==> config.mk <==
export PLATFORM = sky130hd
export DESIGN_NAME = seg7_scan_decoder
export DESIGN_NICKNAME = d
export VERILOG_FILES = /design/src/rtl/seg7_pkg.sv /design/src/rtl/seg7_pat_decode.sv /design/src/rtl/seg7_scan_decoder.sv
export SDC_FILE = /design/constraint.sdc
export NUM_CORES = 1
export LEC_CHECK = 0
export ABC_AREA = 0
export CAP_MARGIN = 25
export CORE_MARGIN = 2
export CORE_UTILIZATION = 55
export CTS_BUF_LIST = sky130_fd_sc_hd__clkbuf_8
export DETAILED_ROUTE_END_ITERATION = 8
export DONT_BUFFER_PORTS = 1
export GPL_TIMING_DRIVEN = 0
export PLACE_DENSITY = 0.7
export SYNTH_ARGS = -nofsm -noshare
export SYNTH_HDL_FRONTEND = slang
export SYNTH_HIERARCHICAL = 1
export SYNTH_SLANG_ARGS = --single-unit
==> constraint.sdc <==
create_clock -name CLK -period 2.7 [get_ports CLK]
set_input_delay 0.135 -clock CLK [delete_from_list [all_inputs] [get_ports CLK]]
set_output_delay 0.135 -clock CLK [all_outputs]
set_load 0.1 [all_outputs]
==> src/rtl/seg7_pkg.sv <==
// rtl/seg7_pkg.sv - shared 7-segment pattern, segment index and decoder FSM constants
package seg7_pkg;

    // Segment bit positions inside an active-high pattern {g,f,e,d,c,b,a}
    localparam int SEG_A = 0;
    localparam int SEG_B = 1;
    localparam int SEG_C = 2;
    localparam int SEG_D = 3;
    localparam int SEG_E = 4;
    localparam int SEG_F = 5;
    localparam int SEG_G = 6;

    localparam logic [6:0] SEG7_PAT_0     = 7'h3F;
    localparam logic [6:0] SEG7_PAT_1     = 7'h06;
    localparam logic [6:0] SEG7_PAT_2     = 7'h5B;
    localparam logic [6:0] SEG7_PAT_3     = 7'h4F;
    localparam logic [6:0] SEG7_PAT_4     = 7'h66;
    localparam logic [6:0] SEG7_PAT_5     = 7'h6D;
    localparam logic [6:0] SEG7_PAT_6     = 7'h7D;
    localparam logic [6:0] SEG7_PAT_7     = 7'h07;
    localparam logic [6:0] SEG7_PAT_8     = 7'h7F;
    localparam logic [6:0] SEG7_PAT_9     = 7'h6F;
    localparam logic [6:0] SEG7_PAT_A     = 7'h77;
    localparam logic [6:0] SEG7_PAT_B     = 7'h7C;
    localparam logic [6:0] SEG7_PAT_C     = 7'h39;
    localparam logic [6:0] SEG7_PAT_D     = 7'h5E;
    localparam logic [6:0] SEG7_PAT_E     = 7'h79;
    localparam logic [6:0] SEG7_PAT_F     = 7'h71;
    localparam logic [6:0] SEG7_PAT_BLANK = 7'h00;

    localparam logic [1:0] ST_IDLE   = 2'd0;
    localparam logic [1:0] ST_SETTLE = 2'd1;
    localparam logic [1:0] ST_HOLD   = 2'd2;

endpackage

==> src/rtl/seg7_pat_decode.sv <==
// rtl/seg7_pat_decode.sv - active-high 7-segment pattern to hex digit / blank / bad
module seg7_pat_decode
    import seg7_pkg::*;
(
    input  logic [6:0] pat,
    output logic [3:0] digit,
    output logic       blank,
    output logic       bad
);

    always_comb begin
        digit = 4'h0;
        blank = 1'b0;
        bad   = 1'b0;
        case (pat)
            SEG7_PAT_0:     digit = 4'h0;
            SEG7_PAT_1:     digit = 4'h1;
            SEG7_PAT_2:     digit = 4'h2;
            SEG7_PAT_3:     digit = 4'h3;
            SEG7_PAT_4:     digit = 4'h4;
            SEG7_PAT_5:     digit = 4'h5;
            SEG7_PAT_6:     digit = 4'h6;
            SEG7_PAT_7:     digit = 4'h7;
            SEG7_PAT_8:     digit = 4'h8;
            SEG7_PAT_9:     digit = 4'h9;
            SEG7_PAT_A:     digit = 4'hA;
            SEG7_PAT_B:     digit = 4'hB;
            SEG7_PAT_C:     digit = 4'hC;
            SEG7_PAT_D:     digit = 4'hD;
            SEG7_PAT_E:     digit = 4'hE;
            SEG7_PAT_F:     digit = 4'hF;
            SEG7_PAT_BLANK: blank = 1'b1;
            default:        bad   = 1'b1;
        endcase
    end

endmodule

==> src/rtl/seg7_scan_decoder.sv <==
// rtl/seg7_scan_decoder.sv - multiplexed two-digit 7-segment monitor; SEG7_SCAN_DECODER_STALL_EN adds a stall flag
module seg7_scan_decoder
    import seg7_pkg::*;
#(
    parameter int STABLE_CYCLES = 4,
    parameter int STALL_CYCLES  = 1000000
) (
    input  logic       CLK,
    input  logic       BTN_N,
    input  logic [6:0] seg_n,
    input  logic       dig_sel,
    output logic [3:0] ones,
    output logic [3:0] tens,
    output logic       ones_blank,
    output logic       tens_blank,
    output logic       frame_valid,
    output logic       frame_err,
    output logic       value_changed,
    output logic       stalled
);

    localparam logic [7:0] STABLE_MAX = 8'(STABLE_CYCLES);

    logic [6:0] seg_s1, seg_s2;
    logic       dsel_s1, dsel_s2;
    logic [7:0] stable_cnt, stable_next;
    logic [1:0] state, state_next;
    logic       changing, dsel_edge, capture;
    logic [3:0] dec_digit;
    logic       dec_blank, dec_bad;
    logic       ones_flag;
    logic [3:0] pend_digit;
    logic       pend_blank, pend_bad;

    always_ff @(posedge CLK or negedge BTN_N) begin
        if (!BTN_N) begin
            seg_s1  <= '0;
            seg_s2  <= '0;
            dsel_s1 <= 1'b0;
            dsel_s2 <= 1'b0;
        end else begin
            seg_s1  <= seg_n;
            seg_s2  <= seg_s1;
            dsel_s1 <= dig_sel;
            dsel_s2 <= dsel_s1;
        end
    end

    // Looking one stage ahead lets the counter clear on the same edge the synchronised value moves
    assign dsel_edge = dsel_s1 != dsel_s2;
    assign changing  = dsel_edge || (seg_s1 != seg_s2);

    always_comb begin
        stable_next = stable_cnt;
        if (changing)
            stable_next = 8'd0;
        else if (stable_cnt != STABLE_MAX)
            stable_next = stable_cnt + 8'd1;
    end

    always_ff @(posedge CLK or negedge BTN_N) begin
        if (!BTN_N)
            stable_cnt <= 8'd0;
        else
            stable_cnt <= stable_next;
    end

    assign capture = (state == ST_SETTLE) && (stable_next == STABLE_MAX);

    always_comb begin
        state_next = state;
        case (state)
            ST_IDLE:   if (dsel_edge) state_next = ST_SETTLE;
            ST_SETTLE: if (capture)   state_next = ST_HOLD;
            ST_HOLD:   if (changing)  state_next = ST_SETTLE;
            default:   state_next = ST_IDLE;
        endcase
    end

    always_ff @(posedge CLK or negedge BTN_N) begin
        if (!BTN_N)
            state <= ST_IDLE;
        else
            state <= state_next;
    end

    seg7_pat_decode u_decode (
        .pat   (~seg_s2),
        .digit (dec_digit),
        .blank (dec_blank),
        .bad   (dec_bad)
    );

    always_ff @(posedge CLK or negedge BTN_N) begin
        if (!BTN_N) begin
            ones_flag     <= 1'b0;
            pend_digit    <= 4'h0;
            pend_blank    <= 1'b0;
            pend_bad      <= 1'b0;
            ones          <= 4'h0;
            tens          <= 4'h0;
            ones_blank    <= 1'b0;
            tens_blank    <= 1'b0;
            frame_valid   <= 1'b0;
            frame_err     <= 1'b0;
            value_changed <= 1'b0;
        end else begin
            frame_valid   <= 1'b0;
            frame_err     <= 1'b0;
            value_changed <= 1'b0;
            if (capture) begin
                if (!dsel_s2) begin
                    // A repeated ones phase simply overwrites the pending digit
                    ones_flag  <= 1'b1;
                    pend_digit <= dec_digit;
                    pend_blank <= dec_blank;
                    pend_bad   <= dec_bad;
                end else if (ones_flag) begin
                    ones_flag   <= 1'b0;
                    frame_valid <= 1'b1;
                    if (pend_bad || dec_bad) begin
                        frame_err <= 1'b1;
                    end else begin
                        ones          <= pend_digit;
                        tens          <= dec_digit;
                        ones_blank    <= pend_blank;
                        tens_blank    <= dec_blank;
                        value_changed <= {dec_digit, pend_digit, dec_blank, pend_blank}
                                         != {tens, ones, tens_blank, ones_blank};
                    end
                end
            end
        end
    end

`ifdef SEG7_SCAN_DECODER_STALL_EN
    localparam int STALL_W = $clog2(STALL_CYCLES + 1);
    localparam logic [STALL_W-1:0] STALL_MAX = STALL_W'(STALL_CYCLES);

    logic [STALL_W-1:0] stall_cnt;

    always_ff @(posedge CLK or negedge BTN_N) begin
        if (!BTN_N)
            stall_cnt <= '0;
        else if (dsel_edge)
            stall_cnt <= '0;
        else if (stall_cnt != STALL_MAX)
            stall_cnt <= stall_cnt + 1'b1;
    end

    assign stalled = (stall_cnt == STALL_MAX);
`else
    assign stalled = 1'b0;
`endif

endmodule

==> impl_metrics.tcl <==
set metrics [dict create \
    utilization_pct 63.67 \
    synthFlopType "sky130_fd_sc_hd__dfrtp_1" \
    timing.critical_path.cells "inv_1, buf_2, nand3_1, or3_1, a21boi_1, nor4_2, nor3_2, nand4_4, mux2_2" \
    route.detailed.drc 0 \
    clkSinkCount 46 \
    static-leakage-power_nw 1.198 \
    crit_path_end "ones[2]$_DFFE_PN0P_" \
    path_max_fanout 10 \
    worst-setup-path-type "flip-flop to flip-flop" \
    timing.final.setup_violations 0 \
    timing.clock.skew_ps 6.985 \
    result_of_the_run "completed" \
    final_layout_size_suffix_gt1_share_pct 20.34 \
    wl_mm 4.618 \
    die_area_um2 4903 \
    report.final.hold_viol_count 0 \
    gp_congestion 0.7676 \
    regToRegEndpoint "ones[2]$_DFFE_PN0P_" \
    synth_warnings 6 \
    ys_seq_elements 46 \
    synth_enable_flop_cells 0 \
    peakVddDrop_mv 0.4047 \
    grt-ovfl-total 0 \
    seq_area_frac_synth_pct 48.02 \
    die_y_um 70.02 \
    design_area_um2 2715 \
    sum_of_net_half_perimeters_after_detailed_placement_mm 3.349 \
    slowest_delay_ps 400 \
    flow.area_growth_from_synthesis_pct 13.26 \
    synthesis.instances 217 \
    initialDrtViolationCount 49 \
    crit_start "seg_s2[6]$_DFF_PN0_" \
    grt_max_degree 47 \
    placement.cell_area_um2 2462 \
    clkLatencyLatePin_ps 300 \
    rows 24 \
    placement.io_buffers 0 \
    die_x_um 70.02 \
    floorplan.core_area_um2 4264 \
    worst_margin_pin_slew_ps 956.9 \
    post_synth_main_area_contributors "sky130_fd_sc_hd__dfrtp_1, sky130_fd_sc_hd__mux2_2, sky130_fd_sc_hd__xnor2_1" \
    post-route-period-util_pct 93.10 \
    drt_first_pass_iters 4 \
    synth.top_cell.area_share_pct 48.02 \
    maxClockFrequency_mhz 397.8 \
    diodes 0 \
    clock_period_minus_worst_slack_ps 2514 \
    routedLengthMet1_mm 2.176 \
    vias_cell 5.920 \
    topRoutingLayerUsed "met4" \
    grt_usage_pct 19.93 \
    cp-end-kind "flip-flop" \
    timing.slew.headroom_pct 36.21 \
    synth.net_count 229 \
    ant_nets 0 \
    critPathLaunchType "flip-flop" \
    post_synth_instance_area_um2 2397 \
    report.final.slew_viol_count 0 \
    cp.required_ps 2890 \
    hp-class "input port to asynchronous set/reset pin" \
    routed-wl-met2_mm 2.205 \
    timing.critical_path.slowest_stage_cell "sky130_fd_sc_hd__dfrtp_1" \
    max-cap-violations 0 \
    power.density_cell_area_nw_per_um2 490.6 \
    wl_met3_um 153 \
    first_global_vias 1658 \
    start_util_pct 56.22 \
    cts_tree "done" \
    cell_taking_the_most_area_after_synthesis "sky130_fd_sc_hd__dfrtp_1" \
    reg2reg_from "seg_s2[6]$_DFF_PN0_" \
    timing.reg2reg.setup_slack_ps 190 \
    cts_max_level 2 \
    clk_transition_reported_paths_ps 90 \
    worst_r2r_path_depth 9 \
    grt_pass1_wl_mm 7.879 \
    synthDistinctLibCells 53 \
    avgSynthCellArea_um2 11.05 \
    async_reset_ff_share_pct 100.0 \
    tritoncts.num_buffers 5 \
    worst_ep_arrival_time_ps 2700 \
    clock_tree.root_cell "sky130_fd_sc_hd__clkbuf_8" \
    top_level_ports 24 \
    n_fill_cell 345 \
    max_root_sink_buffers 2 \
    drt-wirelength-per-cell_um 16.03 \
    num-nets-final 247 \
    initial_antenna_violation_count 0 \
    routed-via-count 1705 \
]
registers in the layout (all words and copies together) (netlist names):
name,count
state,2
pend_blank,1
pend_digit,4
tens_blank,1
ones_blank,1
seg_s1,7
seg_s2,7
dsel_s1,1
frame_valid,1
stable_cnt,8
tens,4
ones_flag,1
value_changed,1
ones,4
frame_err,1
dsel_s2,1
pend_bad,1
stage by stage:
step	total power [mW]	setup TNS [ps]	hold WS (ps)	worst slack (ps)	instances
5_1_grt	1.386	-49.82	344.8	-14.50	288
6_report	1.332	0	331.0	186.3	288
3_3_place_gp	0.8102	0	-159.6	108.8	269
3_5_place_dp	0.8146	0	-159.7	28.27	269
4_1_cts	1.345	0	331.3	18.01	287
2_1_floorplan	0.7980	0	-160.6	327.1	217
kinds of logic after synthesis:
logic type                 Yosys count  synth area share (%)
other                                1                0.1564
xor gates and xnor gates            27                 9.864
adders and majority gates            2                 1.044
muxes                               18                 8.351
AOI/OAI and AO/OA                   26                 8.925
buffers and inverters               22                 4.697
DFF                                 46                 48.02
and+or+nand+nor                     75                 18.95
synthesized netlist by cell type (2+ instances only):
cell	instances
sky130_fd_sc_hd__o2bb2ai_1	2
sky130_fd_sc_hd__nand2_1	5
sky130_fd_sc_hd__nor3_1	8
sky130_fd_sc_hd__buf_6	2
sky130_fd_sc_hd__nor2_1	13
sky130_fd_sc_hd__and3_1	2
sky130_fd_sc_hd__dfrtp_1	46
sky130_fd_sc_hd__a21oi_1	7
sky130_fd_sc_hd__or3_1	3
sky130_fd_sc_hd__nor4_1	3
sky130_fd_sc_hd__ha_1	2
sky130_fd_sc_hd__xnor2_1	18
sky130_fd_sc_hd__mux2_2	16
sky130_fd_sc_hd__nand2b_1	2
sky130_fd_sc_hd__nor2b_1	5
sky130_fd_sc_hd__xor2_1	9
sky130_fd_sc_hd__buf_4	2
sky130_fd_sc_hd__a211oi_1	2
sky130_fd_sc_hd__buf_2	6
sky130_fd_sc_hd__nand4_1	7
sky130_fd_sc_hd__nand3_1	11
sky130_fd_sc_hd__mux2i_1	2
sky130_fd_sc_hd__nor3b_1	3
sky130_fd_sc_hd__inv_1	12
final cells by class:
| type | instances | area (um2) | area share (%) |
|---|---|---|---|
| sequential | 46 | 1151 | 42.40 |
| multi-input combinational | 149 | 1151 | 42.40 |
| timing repair buffer | 11 | 125.1 | 4.608 |
| clock buffer | 5 | 68.82 | 2.535 |
| buffer | 10 | 67.56 | 2.488 |
| tap | 52 | 65.06 | 2.396 |
| inverter | 12 | 45.04 | 1.659 |
| clock inverter | 3 | 41.29 | 1.521 |
worst min-delay path by stage:
stage	from	end	slack, ps	depth (start not counted)
floorplan	BTN_N	dsel_s1$_DFF_PN0_	-160	0
global placement	BTN_N	stable_cnt[5]$_DFF_PN0_	-160	0
detailed placement	BTN_N	ones[3]$_DFFE_PN0P_	-160	0
CTS	BTN_N	ones[3]$_DFFE_PN0P_	330	2
global route	BTN_N	ones[3]$_DFFE_PN0P_	340	2
finish	BTN_N	ones[3]$_DFFE_PN0P_	330	2
cell usage in the layout (no fill, tap or decap), types with 3 or more instances in the layout:
cell,count
sky130_fd_sc_hd__a21oi_1,7
sky130_fd_sc_hd__buf_2,6
sky130_fd_sc_hd__buf_4,3
sky130_fd_sc_hd__clkbuf_8,5
sky130_fd_sc_hd__dfrtp_1,46
sky130_fd_sc_hd__dlygate4sd3_1,9
sky130_fd_sc_hd__inv_1,13
sky130_fd_sc_hd__mux2_2,16
sky130_fd_sc_hd__nand2_1,5
sky130_fd_sc_hd__nand3_1,11
sky130_fd_sc_hd__nand4_1,7
sky130_fd_sc_hd__nor2_1,13
sky130_fd_sc_hd__nor2b_1,5
sky130_fd_sc_hd__nor3_1,7
sky130_fd_sc_hd__nor4_1,3
sky130_fd_sc_hd__or3_1,3
sky130_fd_sc_hd__xnor2_1,18
sky130_fd_sc_hd__xor2_1,9
report_power, final:
part | total, mW | switching (mW) | leakage, nW | internal (mW)
sequential | 0.713 | 0.0100 | 0.601 | 0.703
combinational | 0.118 | 0.0686 | 0.541 | 0.0490
clock | 0.502 | 0.229 | 0.0556 | 0.272
total | 1.33 | 0.308 | 1.20 | 1.02
routing by layer:
metal | GRT usage, % | vias up
li1 | - | 805
met5 | 0 | -
met2 | 32.17 | 36
met1 | 26.45 | 857
met3 | 5.051 | 7
met4 | 6.410 | 0
timing repair:
item,in CTS,in global routing
hold endpoints to repair,54,0
hold buffers,10,0
endpoints found under the setup margin,0,16
gates resized for setup,0,3
setup buffers,0,1
worst max-delay path, delay by kind of cell (launching register included):
family	cells	cell delay [ps]
AND/OR/NAND/NOR	5	1100
buffers and inverters	2	330
flip-flops	1	400
multiplexers	1	360
AO/OA/AOI/OAI	1	200
(Power assumes the default switching activity.)
